$ cat src/rtl/hidden_backprop.sv
// hidden_backprop
//   Backward pass for one hidden neuron: trains its XW input-to-hidden
//   weights. A pass captures the output error, this neuron's output-layer
//   weight, its forward activation and the forward inputs. It forms
//   delta = err * w_out, gated by ReLU so that delta is 0 when the
//   activation is 0. It then walks the weights, one per cycle, applying
//   w[k] -= delta >>> LR_SHIFT wherever x[k] = 1.
//
// Configuration macro: HB_SAT_EN
//   defined   : weight updates saturate to the signed WW-bit range
//   undefined : weight updates wrap (low WW bits kept)
//
// Ports
//   clk_i                clock
//   rst_i                asynchronous reset, active-low
//   en_i                 pass request (level); one pass per high level
//   zero_weight_reset_i  load w_init_i, abort any pass (highest priority)
//   err_i                signed output error
//   w_out_i              signed output-layer weight of this neuron
//   hidden_val_i         forward activation (post-ReLU, unsigned)
//   x_i                  forward inputs, bit k pairs with weight k
//   w_init_i             initial weights, weight k at [k*WW +: WW]
//   w_o                  current weights, same packing as w_init_i
//   busy_o               high while a pass is in progress
//   b_end_o              one-cycle pulse when a pass completes
//
// state | meaning
// ------+---------------------------------------------------------
// IDLE  | waiting for en_i; captures the inputs when it is seen
// CAPT  | forms the gated delta from the captured copies
// UPD   | updates weight k_r, k_r = 0..XW-1
// DONE  | pass complete; b_end_o is raised for one cycle
// WAIT  | holds until en_i drops so a held request is not re-run
module hidden_backprop #(
  parameter int XW       = 4,
  parameter int HW       = 10,
  parameter int WW       = 8,
  parameter int EW       = 23,
  parameter int LR_SHIFT = 4
) (
  input  logic                 clk_i,
  input  logic                 rst_i,
  input  logic                 en_i,
  input  logic                 zero_weight_reset_i,
  input  logic [EW-1:0]        err_i,
  input  logic [WW-1:0]        w_out_i,
  input  logic [HW-1:0]        hidden_val_i,
  input  logic [XW-1:0]        x_i,
  input  logic [XW*WW-1:0]     w_init_i,
  output logic [XW*WW-1:0]     w_o,
  output logic                 busy_o,
  output logic                 b_end_o
);

  localparam int PW = EW + WW;
  localparam int KW = (XW > 1) ? $clog2(XW) : 1;
  localparam logic [KW-1:0] K_LAST = KW'(XW - 1);

  typedef enum logic [2:0] {
    IDLE = 3'd0,
    CAPT = 3'd1,
    UPD  = 3'd2,
    DONE = 3'd3,
    WAIT = 3'd4
  } state_t;

  state_t state;

  logic signed [EW-1:0] err_r;
  logic signed [WW-1:0] w_out_r;
  logic [HW-1:0]        hid_r;
  logic [XW-1:0]        x_r;
  logic signed [PW-1:0] delta_r;
  logic [KW-1:0]        k_r;
  logic signed [WW-1:0] w_r [XW];

  logic signed [PW-1:0] step;
  logic signed [WW-1:0] w_cur;
  // One extra bit so w - step can never overflow before fit().
  logic signed [PW:0]   diff;
  logic signed [WW-1:0] w_fit;

  assign step  = delta_r >>> LR_SHIFT;
  assign w_cur = w_r[k_r];
  assign diff  = (PW+1)'(w_cur) - (PW+1)'(step);

`ifdef HB_SAT_EN
  logic in_range;

  // In range when every bit from the WW-bit sign position upward agrees.
  always_comb begin
    in_range = (diff[PW:WW-1] == '0) || (&diff[PW:WW-1]);
    w_fit    = diff[WW-1:0];
    if (!in_range) begin
      w_fit = diff[PW] ? {1'b1, {(WW-1){1'b0}}} : {1'b0, {(WW-1){1'b1}}};
    end
  end
`else
  logic unused_diff;

  assign w_fit       = diff[WW-1:0];
  assign unused_diff = ^diff[PW:WW];
`endif

  always_comb begin
    w_o = '0;
    for (int i = 0; i < XW; i++) begin
      w_o[i*WW +: WW] = w_r[i];
    end
  end

  always_ff @(posedge clk_i or negedge rst_i) begin
    if (!rst_i) begin
      state   <= IDLE;
      err_r   <= '0;
      w_out_r <= '0;
      hid_r   <= '0;
      x_r     <= '0;
      delta_r <= '0;
      k_r     <= '0;
      busy_o  <= 1'b0;
      b_end_o <= 1'b0;
      for (int i = 0; i < XW; i++) begin
        w_r[i] <= '0;
      end
    end else if (zero_weight_reset_i) begin
      state   <= IDLE;
      delta_r <= '0;
      k_r     <= '0;
      busy_o  <= 1'b0;
      b_end_o <= 1'b0;
      for (int i = 0; i < XW; i++) begin
        w_r[i] <= w_init_i[i*WW +: WW];
      end
    end else begin
      b_end_o <= 1'b0;
      case (state)
        IDLE: begin
          if (en_i) begin
            err_r   <= err_i;
            w_out_r <= w_out_i;
            hid_r   <= hidden_val_i;
            x_r     <= x_i;
            busy_o  <= 1'b1;
            state   <= CAPT;
          end
        end
        CAPT: begin
          // ReLU derivative: a zero activation passes no gradient.
          delta_r <= (hid_r != '0) ? (PW'(err_r) * PW'(w_out_r)) : '0;
          k_r     <= '0;
          state   <= UPD;
        end
        UPD: begin
          if (x_r[k_r]) begin
            w_r[k_r] <= w_fit;
          end
          if (k_r == K_LAST) begin
            state <= DONE;
          end else begin
            k_r <= k_r + KW'(1);
          end
        end
        DONE: begin
          b_end_o <= 1'b1;
          busy_o  <= 1'b0;
          state   <= WAIT;
        end
        WAIT: begin
          if (!en_i) begin
            state <= IDLE;
          end
        end
        default: begin
          state  <= IDLE;
          busy_o <= 1'b0;
        end
      endcase
    end
  end

endmodule
$ cat config.mk
export PLATFORM = sky130hd
export DESIGN_NAME = hidden_backprop
export DESIGN_NICKNAME = d
export VERILOG_FILES = /design/src/rtl/hidden_backprop.sv
export SDC_FILE = /design/constraint.sdc
export NUM_CORES = 1
export LEC_CHECK = 0
export BUFFER_PORTS_ARGS = -buffer_cell sky130_fd_sc_hd__buf_2
export CORE_ASPECT_RATIO = 2
export CORE_UTILIZATION = 40
export CTS_BUF_LIST = sky130_fd_sc_hd__clkbuf_8
export DETAILED_ROUTE_END_ITERATION = 7
export PLACE_DENSITY_LB_ADDON = 0.05
export SLEW_MARGIN = 20
export SYNTH_ARGS = -nofsm -noshare
export SYNTH_HDL_FRONTEND = slang
export SYNTH_SLANG_ARGS = --single-unit
$ cat constraint.sdc
create_clock -name clk_i -period 7.3 [get_ports clk_i]
set_clock_uncertainty 0.05 [all_clocks]
set_input_delay 0.73 -clock clk_i [delete_from_list [all_inputs] [get_ports clk_i]]
set_output_delay 0.73 -clock clk_i [all_outputs]
set_load 0.01 [all_outputs]
Word-level counts from Yosys, hierarchy flattened
Index checks and enable logic that the tools add are counted.

Add/subtract/negate cells: 2. $mul: 1. Div/mod/pow operators: 0. $lt $le $gt $ge: 3. Equality and inequality tests: 10. Shift-type cells: 0. Mux-type cells: 27. Bitwise gates (word level): 2. Reductions and logical operators: 13.

Operators with widths (count): 32-bit two-way mux (3); 12-bit two-way mux (3); 32-bit bitwise mux (1); 8-bit two-way mux (3); 23-bit by 8-bit multiplier with 12-bit output (1); 8-bit binary-select mux with 2-bit select (1); 8-bit demux with 2-bit select (1); 3-bit one-hot mux with 5 select lines (1); 3-bit two-way mux (4); 3-bit != test (second input constant) (4); 10-bit nonzero test (1); 8-bit subtractor (1); 3-bit by 2-bit equality test with 1-bit output (second input constant) (2); 2-bit AND reduction (3); 3-bit AND reduction (2); 2-bit nonzero test (3); 1-bit two-way mux (5); 2-bit two-way mux (2); 2-bit one-hot mux with 2 select lines (1); 3-bit by 1-bit equality test with 1-bit output (second input constant) (1); 3-bit equality test (second input constant) (1); 3-bit >= comparator (second input constant) (1); 3-bit logical NOT (1); 2-bit by 3-bit < comparator with 1-bit output (second input constant) (1); 11 further kinds (11).

Register bits: 96. Bits in latches: 0. Memory bits (writable): 0. Bits in read-only memories: 0. Output and inout bits: 34. Memories kept: 0.

Longest topological paths before layout
Gate-level depths: netlist of run 1.

Depth in word-level cells: 9. Depth in mapped cells: 18. Mapped depth without buffers: 17.

Worst setup path before layout of run 1
Ideal clock, no wire load.

Path type: flip-flop to flip-flop. From: register err_r[0]. To: register delta_r[11]. Arrival time: 4.042 ns. Required time: 7.128 ns. Path slack: 3.086 ns. Stages on the path, launching flop included: 16. Cells stage by stage: dfrtp_1 -> nand2b_1 -> fa_1 -> fa_1 -> inv_1 -> fa_1 -> inv_1 -> fa_1 -> inv_1 -> ha_1 -> o21ai_0 -> nor2_1 -> nor4_1 -> nor3_1 -> or3_1 -> a32o_1.

Word-level cells in the longest chain between the ends: 4.

Ends and longest elaborated chain: start, declared (line 69) `logic signed [EW-1:0] err_r;`; start signal, assigned (line 140) `err_r <= err_i;`; 23-bit by 8-bit multiplier with 12-bit output (line 150) `delta_r <= (hid_r != '0) ? (PW'(err_r) * PW'(w_out_r)) : '0;`; 12-bit two-way mux (line 150); 12-bit two-way mux (line 137) `case (state)`; 12-bit two-way mux (line 126) `end else if (zero_weight_reset_i) begin`; end signal, assigned (line 150); end, declared (line 73) `logic signed [PW-1:0] delta_r;`.

Every way passes these cells. The select of a mux whose other input is x is not followed. A chain may end at the register's enable or synchronous reset.

Worst setup path in the final report of run 1
From: register w_out_r[3]. To: register delta_r[11].

Word-level cells in the longest chain between the ends: 4.

Ends and longest elaborated chain: start, declared (line 70) `logic signed [WW-1:0] w_out_r;`; start signal, assigned (line 141) `w_out_r <= w_out_i;`; 23-bit by 8-bit multiplier with 12-bit output (line 150); 12-bit two-way mux (line 150); 12-bit two-way mux (line 137); 12-bit two-way mux (line 126).

Every way passes these cells. The select of a mux whose other input is x is not followed.

==> results of run 1 <==
## kinds of logic after synthesis
| logic type | share of synthesized area |
|---|---|
| and+or+nand+nor | 0.1270 |
| buffers and inverters | 0.07005 |
| DFF | 0.3429 |
| AOI/OAI and AO/OA | 0.08466 |
| adders and majority gates | 0.2015 |
| muxes | 0.1348 |
| xor gates and xnor gates | 0.03915 |
## metrics by stage
stage / hold WS [ns] / instance area, um2 / utilization
floorplan: 0.3844 / 5912 / -
global placement: 0.4377 / 6571 / 0.4554
detailed placement: 0.4449 / 6571 / 0.4554
CTS: 0.1933 / 6815 / 0.4723
global route: 0.2096 / 6815 / 0.4723
finish: 0.2065 / 6815 / 0.4723
## how the worst min path moves through the flow
stage / endpoint / slack, ns
floorplan: b_end_o$_DFF_PN0_ / 0.38
global placement: x_r[1]$_DFFE_PN0P_ / 0.44
detailed placement: x_r[3]$_DFFE_PN0P_ / 0.44
CTS: w_o[26]$_DFFE_PN0P_ / 0.19
global route: w_o[10]$_DFFE_PN0P_ / 0.21
finish: w_o[26]$_DFFE_PN0P_ / 0.21
## cells in the final DEF (no fill, tap or decap), types with 8 or more instances in the layout
master      n
buf_2     102
dfrtp_1    81
inv_1      80
nand2_1    57
fa_1       37
ha_1       36
mux2_2     35
and2_1     32
o21ai_0    29
nor2_1     24
mux2i_1    20
a21oi_1    14
xnor2_1    12
xor2_1     10
clkbuf_8   10
mux4_2      9
a22o_1      8
## final cells by class
| class | count | area [um2] | area share |
|---|---|---|---|
| clock buffers | 10 | 137.6 | 0.02019 |
| inverters | 78 | 292.8 | 0.04296 |
| multi-input cells | 388 | 3471 | 0.5093 |
| flip-flops and latches | 81 | 2027 | 0.2974 |
| clock inverters | 6 | 106.4 | 0.01560 |
| repair buffers | 106 | 540.5 | 0.07931 |
| well taps | 192 | 240.2 | 0.03525 |
## Yosys cell counts (3+ instances only)
cell and number:
dfrtp_1 81, inv_1 78, nand2_1 57, fa_1 37
ha_1 36, mux2_2 35, and2_1 32, o21ai_0 29
nor2_1 24, mux2i_1 20, a21oi_1 14, clkbuf_1 12
xnor2_1 12, xor2_1 10, mux4_2 9, a22o_1 8
a21o_1 6, buf_2 5, a221o_1 4, and3b_1 4
nand2_2 4, nor2b_1 4, nor3_1 4, nor4_1 4
o31ai_1 4, and3_1 3, o21bai_1 3
## metal layers
layer | global-route usage | up-vias | part of all wire
met4 | 0.08060 | 0 | 0.023
met1 | 0.1971 | 2149 | 0.35
met3 | 0.02374 | 22 | 0.023
li1 | - | 2074 | -
met2 | 0.4021 | 84 | 0.61
met5 | 0 | - | 0
## flip-flops by register name, indices dropped and copies added, names as in the netlist
name and cells:
b_end_o 1, state 3, k_r 2, x_r 4, err_r 12, w_o 32
delta_r 8, busy_o 1, w_out_r 8, hid_r 10
## power by group through the flow
stage	Combinational [uW]	Sequential, uW	Clock, uW
floorplan	1700	594	0
global placement	2070	641	0
detailed placement	2110	646	0
CTS	2120	637	428
global route	2430	651	443
finish	2080	634	411
==> flow_summary.json, run 1 <==
{
  "cp-startpoint": "w_out_r[3]$_DFFE_PN0P_",
  "cp_common_cell": "fa_1",
  "dieArea_um2": 15300,
  "area_growth_pct": 15.28,
  "synth_sequential_area_ratio": 0.3429,
  "syn-num-nets": 724,
  "place_ws_ns": 2.775,
  "timing.rr.end": "delta_r[11]$_DFFE_PN0P_",
  "dr.pass1.iters": 4,
  "crit_path_start_kind": "register",
  "layout-drive-gt1-share": 0.2601,
  "gp_congestion": 0.8595,
  "fin_ws_ns": 2.804,
  "status": "finished, final reports clean",
  "clk_latency_ns": 0.38,
  "dp_hpwl_um": 11260,
  "cp.arrival_ns": 4.72,
  "grt_overflow": 0,
  "power_uw": 3122,
  "hp-class": "input port to async pin",
  "rows": 62,
  "portBuffers": 103,
  "die_h_um": 173.9,
  "power_frac_seq": 0.203,
  "yosysTopAreaCellShare": 0.3429,
  "power.internal_uw": 1740,
  "syn_area_um2": 5912,
  "yosysUniqueCellTypes": 49,
  "worstMarginPinSlew_ns": 0.8398,
  "clk_pin_slew_ns": 0.09,
  "cts_resized": 0,
  "cp_data_required_time_ns": 7.53,
  "finalCritPeriodShare": 0.6159,
  "cp_slowest_stage_delay_ns": 0.61,
  "drt_iter0_drc": 130,
  "yosys-top-cells-area": "dfrtp_1, fa_1, ha_1",
  "postSynthCellCount": 570,
  "crit_path_end_kind": "register",
  "clock_sinks": 81,
  "cp-endpoint": "delta_r[11]$_DFFE_PN0P_",
  "fmax_mhz": 222.4,
  "critPathKind": "register to register",
  "synth-edff-count": 0,
  "reg2reg_depth": 15,
  "setup_tns_ns": 0,
  "grt_max_degree": 82,
  "antenna_found_initial": 0,
  "worstPathMaxFanout": 10,
  "crit_buf_inv": 3,
  "nNetsFinal": 818,
  "hold_viol_final": 0,
  "initial_core_util": 0.4097,
  "cts_max_level": 3,
  "p_comb_frac": 0.665,
  "p_clk_frac": 0.132,
  "yosysWarnings": 0,
  "cts_tree": "done",
  "cpMaxStageDelayCell": "dfrtp_1",
  "num_antenna_cells": 0,
  "root_buffer": "clkbuf_8",
  "grt_usage": 0.2013,
  "switching_power_uw": 1382,
  "postSynthAreaPerCell_um2": 10.37,
  "setup_violations": 0,
  "via_per_inst": 5.028,
  "grt_first_pass_wirelength_um": 23290,
  "finalCriticalPeriod_ns": 4.496,
  "place_inst": 845,
  "switching_share": 0.4426,
  "post-route-drc-count": 0,
  "die_x_um": 87.97,
  "irDropWorstVdd_mv": 0.4442,
  "ys.flop_type": "dfrtp_1",
  "post_drt_wl_per_cell_um": 16.39,
  "pin_count": 115,
  "ys_ff_latch": 81,
  "post_cts_buffers": 0,
  "maxSlewViolCount": 0,
  "r2r_slack_ns": 2.80,
  "cts-hold-fix-buffers": 0,
  "crit_family": "adder cells",
  "vias": 4329,
  "slew_headroom": 0.4375,
  "fillerInstances": 1428,
  "core-area_um2": 14430,
  "routed_wl_um": 14110,
  "static-leakage-power_uw": 0.003409,
  "maxCapViolCount": 0,
  "crit_chain": "nand2_1 > fa_1 > fa_1 > inv_1 > fa_1 > inv_1 > fa_1 > inv_1 > ha_1 > o21ai_0 > nor2_1 > nor4_1 > nor3_1 > or3_1 > a32o_1",
  "p_per_area_nw_per_um2": 458.1,
  "ys_async_sr_fraction": 1.000,
  "ant_nets": 0,
  "numCtsBuffers": 9,
  "synth_top_area_cell": "dfrtp_1",
  "cp_num_cells": 15,
  "finalNonFillerCells": 861,
  "cts.path.max_buffers": 2,
  "r2r-start": "w_out_r[3]$_DFFE_PN0P_",
  "grt_setup_unrepaired": "no",
  "grt_pass1_vias": 4692
}
(Power assumes the default switching activity.)
==> run 2: changes to the inputs <==
--- a/config.mk
+++ b/config.mk
@@ -5,6 +5,7 @@
 export SDC_FILE = /design/constraint.sdc
 export NUM_CORES = 1
 export LEC_CHECK = 0
+export ABC_AREA = 1
 export BUFFER_PORTS_ARGS = -buffer_cell sky130_fd_sc_hd__buf_2
 export CORE_ASPECT_RATIO = 2
 export CORE_UTILIZATION = 40
==> constraint.sdc (replaced) <==
create_clock -name clk_i -period 4.1 [get_ports clk_i]
set_clock_uncertainty 0.05 [all_clocks]
set_input_delay 0.41 -clock clk_i [delete_from_list [all_inputs] [get_ports clk_i]]
set_output_delay 0.41 -clock clk_i [all_outputs]
set_load 0.01 [all_outputs]
==> flow_summary.json, run 2 <==
{
  "status": "finished, final reports clean",
  "finalNonFillerCells": 1067,
  "synth_most_common_cell": "nand2_1",
  "multiInputGateArea_um2": 3495,
  "grt_setup_unrepaired": "yes",
  "postSynthCellCount": 749,
  "dp_hpwl_um": 13900,
  "hold_viol_final": 0,
  "die_h_um": 175.6,
  "largest_reg_flops": 32,
  "slew_headroom": 0.3918,
  "setup_violations": 0,
  "yosysWarnings": 0,
  "fillerInstances": 1506,
  "ys_async_sr_fraction": 1.000,
  "maxCapViolCount": 0,
  "maxSlewViolCount": 0,
  "final_cell_mix": "nand2_1, inv_1, buf_2",
  "clock_sinks": 81,
  "ys_top_cells_by_count": "nand2_1, inv_1, dfrtp_1",
  "cp_slowest_stage_delay_ns": 0.54,
  "die_x_um": 88.81,
  "worstMarginPinSlew_ns": 0.9053,
  "syn_area_um2": 6028,
  "area_growth_pct": 20.30,
  "grt_usage": 0.2291,
  "root_buffer": "clkbuf_8",
  "cts_max_level": 3,
  "fin_ws_ns": 0.1604,
  "yosys-top-cells-area": "dfrtp_1, nand2_1, fa_1",
  "ys.flop_type": "dfrtp_1",
  "gp_congestion": 0.8719,
  "yosysTopAreaCellShare": 0.3362,
  "synth-edff-count": 0,
  "synth_sequential_area_ratio": 0.3362,
  "syn-num-nets": 903,
  "finalCriticalPeriod_ns": 3.940,
  "initial_core_util": 0.4090,
  "cp_common_cell": "fa_1",
  "grt_max_degree": 49,
  "num_antenna_cells": 0,
  "cp.arrival_ns": 4.14,
  "dpl_cell_area_um2": 6852,
  "dieArea_um2": 15600,
  "crit_path_start_kind": "register",
  "place_ws_ns": -0.07052,
  "clk_pin_slew_ns": 0.10,
  "routed_wl_um": 17340,
  "antenna_found_initial": 0,
  "grt_first_pass_wirelength_um": 26420,
  "setup_tns_ns": 0,
  "regArea_um2": 2038,
  "cp_data_required_time_ns": 4.30,
  "place_inst": 1046,
  "grt_overflow": 0,
  "hp-class": "input port to async pin",
  "portBuffers": 103,
  "nNetsFinal": 1021,
  "clk_latency_ns": 0.37,
  "core-area_um2": 14740,
  "layout-drive-gt1-share": 0.2351,
  "pin_count": 115,
  "fin_area_um2": 7252,
  "dr.pass1.iters": 4,
  "yosysUniqueCellTypes": 39,
  "critPathKind": "register to register",
  "synth_top_area_cell": "dfrtp_1",
  "vias": 5305,
  "ant_nets": 0,
  "worstPathMaxFanout": 5,
  "cts.path.max_buffers": 2,
  "ys_ff_latch": 81,
  "crit_chain": "buf_4 > nand2_1 > inv_1 > fa_1 > fa_1 > fa_1 > inv_1 > fa_1 > inv_1 > ha_4 > a21oi_4 > o31ai_4 > a21oi_2 > nand3_1 > nand3_2 > nand2_1",
  "finalCritPeriodShare": 0.9609,
  "cpMaxStageDelayCell": "fa_1",
  "cts_tree": "done",
  "post-route-drc-count": 0,
  "postSynthAreaPerCell_um2": 8.048,
  "fmax_mhz": 253.8,
  "grt_pass1_vias": 5359,
  "final_common_cell": "nand2_1",
  "post_drt_wl_per_cell_um": 16.25,
  "numCtsBuffers": 9,
  "crit_path_end_kind": "register",
  "via_per_inst": 4.972,
  "drt_iter0_drc": 212,
  "rows": 63
}
-- run 2: layout make-up --
cell class | instances | area share
inverter | 148 | 0.07660
multi-input combinational | 496 | 0.4819
tap | 195 | 0.03364
sequential | 81 | 0.2811
clock inverter | 6 | 0.006384
timing repair buffer | 131 | 0.1014
clock buffer | 10 | 0.01898
-- run 2: cell families (layout without fill, tap and decap cells) --
| group | after synthesis | count (layout) | synth area share |
|---|---|---|---|
| AO/OA/AOI/OAI | 82 | 82 | 0.08552 |
| XOR/XNOR | 9 | 9 | 0.01308 |
| adder cells (fa/ha/maj) | 73 | 73 | 0.1976 |
| buffers and inverters | 172 | 295 | 0.1106 |
| flip-flops | 81 | 81 | 0.3362 |
| multiplexers | 28 | 28 | 0.05210 |
| AND/OR/NAND/NOR | 304 | 304 | 0.2049 |
-- run 2: layer usage --
metal / vias up / part of all wire / track usage / routed length [um]
met2: 145 / 0.59 / 0.4606 / 10260
met4: 0 / 0.044 / 0.1055 / 759
met5: - / 0 / 0 / 0
li1: 2561 / - / - / -
met1: 2559 / 0.34 / 0.2152 / 5829
met3: 40 / 0.028 / 0.02867 / 494
-- run 2: worst max-delay path: cells and delay by family (launching register included) --
| kind | cells | cell delay, ns |
|---|---|---|
| adder cells (fa/ha/maj) | 5 | 2.29 |
| flip-flops | 1 | 0.41 |
| AO/OA/AOI/OAI | 3 | 0.39 |
| AND/OR/NAND/NOR | 4 | 0.35 |
| buffers and inverters | 4 | 0.33 |
-- run 2: final timing paths --
| kind | startpoint | endpoint | slack (ns) | depth (start not counted) |
|---|---|---|---|---|
| max | w_out_r[6]$_DFFE_PN0P_ | delta_r[11]$_DFFE_PN0P_ | 0.16 | 16 |
| min | rst_i | w_o[30]$_DFFE_PN0P_ | 0.008 | 1 |
| max reg2reg | w_out_r[6]$_DFFE_PN0P_ | delta_r[11]$_DFFE_PN0P_ | 0.16 | 16 |
| min reg2reg | hid_r[4]$_DFFE_PN0P_ | hid_r[4]$_DFFE_PN0P_ | 0.45 | 1 |
| max in group asynchronous | rst_i | err_r[3]$_DFFE_PN0P_ | 3.02 | 2 |
| min in group clk_i | x_i[3] | x_r[3]$_DFFE_PN0P_ | 0.19 | 2 |
-- run 2: metrics by stage --
step | util | hold WS [ns]
after floorplan | - | 0.06441
after global routing | 0.4920 | 0.05690
final | 0.4920 | 0.007883
after detailed placement | 0.4648 | 0.4340
after global placement | 0.4648 | 0.4278
after CTS | 0.4793 | 0.03647
-- run 2: repair_timing --
| item | CTS | global route |
|---|---|---|
| resized for setup | 7 | 38 |
| setup buffers | 2 | 3 |
| setup endpoints to repair | 3 | 3 |
| hold buffers | 0 | 0 |
| pin swaps | 2 | 17 |
Power of run 2 is not shown: default switching activity piles up to over one toggle a cycle in this logic, so the estimate is an artifact.
==> run 3: changes to the inputs <==
--- a/config.mk
+++ b/config.mk
@@ -6,11 +6,11 @@
 export NUM_CORES = 1
 export LEC_CHECK = 0
 export ABC_AREA = 1
-export BUFFER_PORTS_ARGS = -buffer_cell sky130_fd_sc_hd__buf_2
 export CORE_ASPECT_RATIO = 2
 export CORE_UTILIZATION = 40
 export CTS_BUF_LIST = sky130_fd_sc_hd__clkbuf_8
 export DETAILED_ROUTE_END_ITERATION = 7
+export DONT_BUFFER_PORTS = 1
 export PLACE_DENSITY_LB_ADDON = 0.05
 export SLEW_MARGIN = 20
 export SYNTH_ARGS = -nofsm -noshare
==> flow_summary.json, run 3 (synthesis results as in run 2) <==
{
  "regArea_um2": 2034,
  "maxCapViolCount": 0,
  "fin_ws_ns": 0.1542,
  "setup_violations": 0,
  "cts_tree": "done",
  "num_antenna_cells": 0,
  "ant_nets": 0,
  "r2r-start": "err_r[3]$_DFFE_PN0P_",
  "pin_count": 115,
  "area_growth_pct": 13.37,
  "rows": 63,
  "root_buffer": "clkbuf_8",
  "largest_reg_flops": 32,
  "post-route-drc-count": 0,
  "status": "finished, final reports clean",
  "cts.path.max_buffers": 2,
  "antenna_found_initial": 0,
  "crit_path_end_kind": "register",
  "grt_setup_unrepaired": "yes",
  "gp_congestion": 0.9167,
  "cp_common_cell": "fa_1",
  "cp-startpoint": "err_r[3]$_DFFE_PN0P_",
  "hold_path_depth": 1,
  "cp_data_required_time_ns": 4.35,
  "fin_hold_ws_ns": 0.07419,
  "die_h_um": 175.6,
  "grt_usage": 0.2207,
  "post_drt_wl_per_cell_um": 17.27,
  "cp_slowest_stage_delay_ns": 0.59,
  "reg2reg_depth": 13,
  "fillerInstances": 1522,
  "fmax_mhz": 253.4,
  "grt_first_pass_wirelength_um": 25320,
  "finalCritPeriodShare": 0.9624,
  "worstPathMaxFanout": 3,
  "dieArea_um2": 15600,
  "die_x_um": 88.81,
  "dpl_cell_area_um2": 6364,
  "cts_max_level": 3,
  "layout-drive-gt1-share": 0.1324,
  "multiInputGateArea_um2": 3453,
  "core-area_um2": 14740,
  "clock_sinks": 81,
  "critPathKind": "register to register",
  "final_cell_mix": "nand2_1, inv_1, dfrtp_1",
  "slew_headroom": 0.3920,
  "via_per_inst": 5.020,
  "portBuffers": 0,
  "hold_viol_final": 0,
  "r2r_slack_ns": 0.15,
  "drt_iter0_drc": 205,
  "cp-endpoint": "delta_r[11]$_DFFE_PN0P_",
  "hp-class": "input port to register",
  "post-route-util": 0.4636,
  "numCtsBuffers": 9,
  "initial_core_util": 0.4090,
  "cp.arrival_ns": 4.20,
  "crit_path_start_kind": "register",
  "place_ws_ns": -0.05077,
  "cpMaxStageDelayCell": "fa_1",
  "dr.pass1.iters": 4,
  "routed_wl_um": 16810,
  "grt_pass1_vias": 5130,
  "crit_chain": "or2_2 > fa_1 > fa_1 > fa_1 > fa_1 > inv_1 > ha_4 > inv_1 > o31ai_2 > a21oi_2 > nand3_1 > nand3_2 > nand2_1",
  "fin_area_um2": 6834,
  "vias": 4884,
  "nNetsFinal": 927,
  "dp_hpwl_um": 13230,
  "final_common_cell": "nand2_1",
  "finalCriticalPeriod_ns": 3.946,
  "grt_overflow": 0,
  "maxSlewViolCount": 0,
  "grt_max_degree": 82,
  "clk_latency_ns": 0.37,
  "worstMarginPinSlew_ns": 0.9050,
  "clk_pin_slew_ns": 0.10,
  "timing.rr.end": "delta_r[11]$_DFFE_PN0P_"
}
run 3: metal layers:
layer | GRT usage | wire [um]
met5 | 0 | 0
met3 | 0.03383 | 784
met1 | 0.1901 | 5440
met2 | 0.4603 | 10120
met4 | 0.09610 | 457
run 3: critical path: cells and delay by family (launching register included):
kind	cells	cell delay [ns]
flops	1	0.43
simple gates	4	0.64
buf+inv	2	0.13
fa+ha+maj	5	2.32
compound gates	2	0.33
run 3: what timing repair did:
item                       in CTS  in global routing
hold buffers                    2                  0
gates resized for setup         6                 30
buffers inserted                1                  7
hold endpoints to repair       81                  0
pin swaps                       1                 20
setup endpoints to repair       2                  3
run 3: how the worst min path moves through the flow:
stage	start	endpoint	slack (ns)
2_1_floorplan	rst_i	b_end_o$_DFF_PN0_	0.06
3_3_place_gp	rst_i	w_o[30]$_DFFE_PN0P_	0.07
3_5_place_dp	rst_i	w_o[27]$_DFFE_PN0P_	0.07
4_1_cts	zero_weight_reset_i	state[1]$_DFFE_PN0P_	0.05
5_1_grt	zero_weight_reset_i	b_end_o$_DFF_PN0_	0.05
6_report	zero_weight_reset_i	state[1]$_DFFE_PN0P_	0.07
run 3: cell type report:
| class | instances | share of cell area |
|---|---|---|
| Multi-Input combinational cell | 496 | 0.5053 |
| Sequential cell | 81 | 0.2977 |
| Inverter | 148 | 0.08129 |
| Timing Repair Buffer | 37 | 0.04559 |
| Tap cell | 195 | 0.03570 |
| Clock buffer | 10 | 0.02014 |
| Clock inverter | 6 | 0.01428 |
run 3: stage by stage:
step / TNS (ns) / instances
2_1_floorplan: 0 / 749
3_3_place_gp: -0.007683 / 947
3_5_place_dp: -0.06000 / 947
4_1_cts: 0 / 966
5_1_grt: -0.03161 / 973
6_report: 0 / 973
Power of run 3 is left out for the same reason.
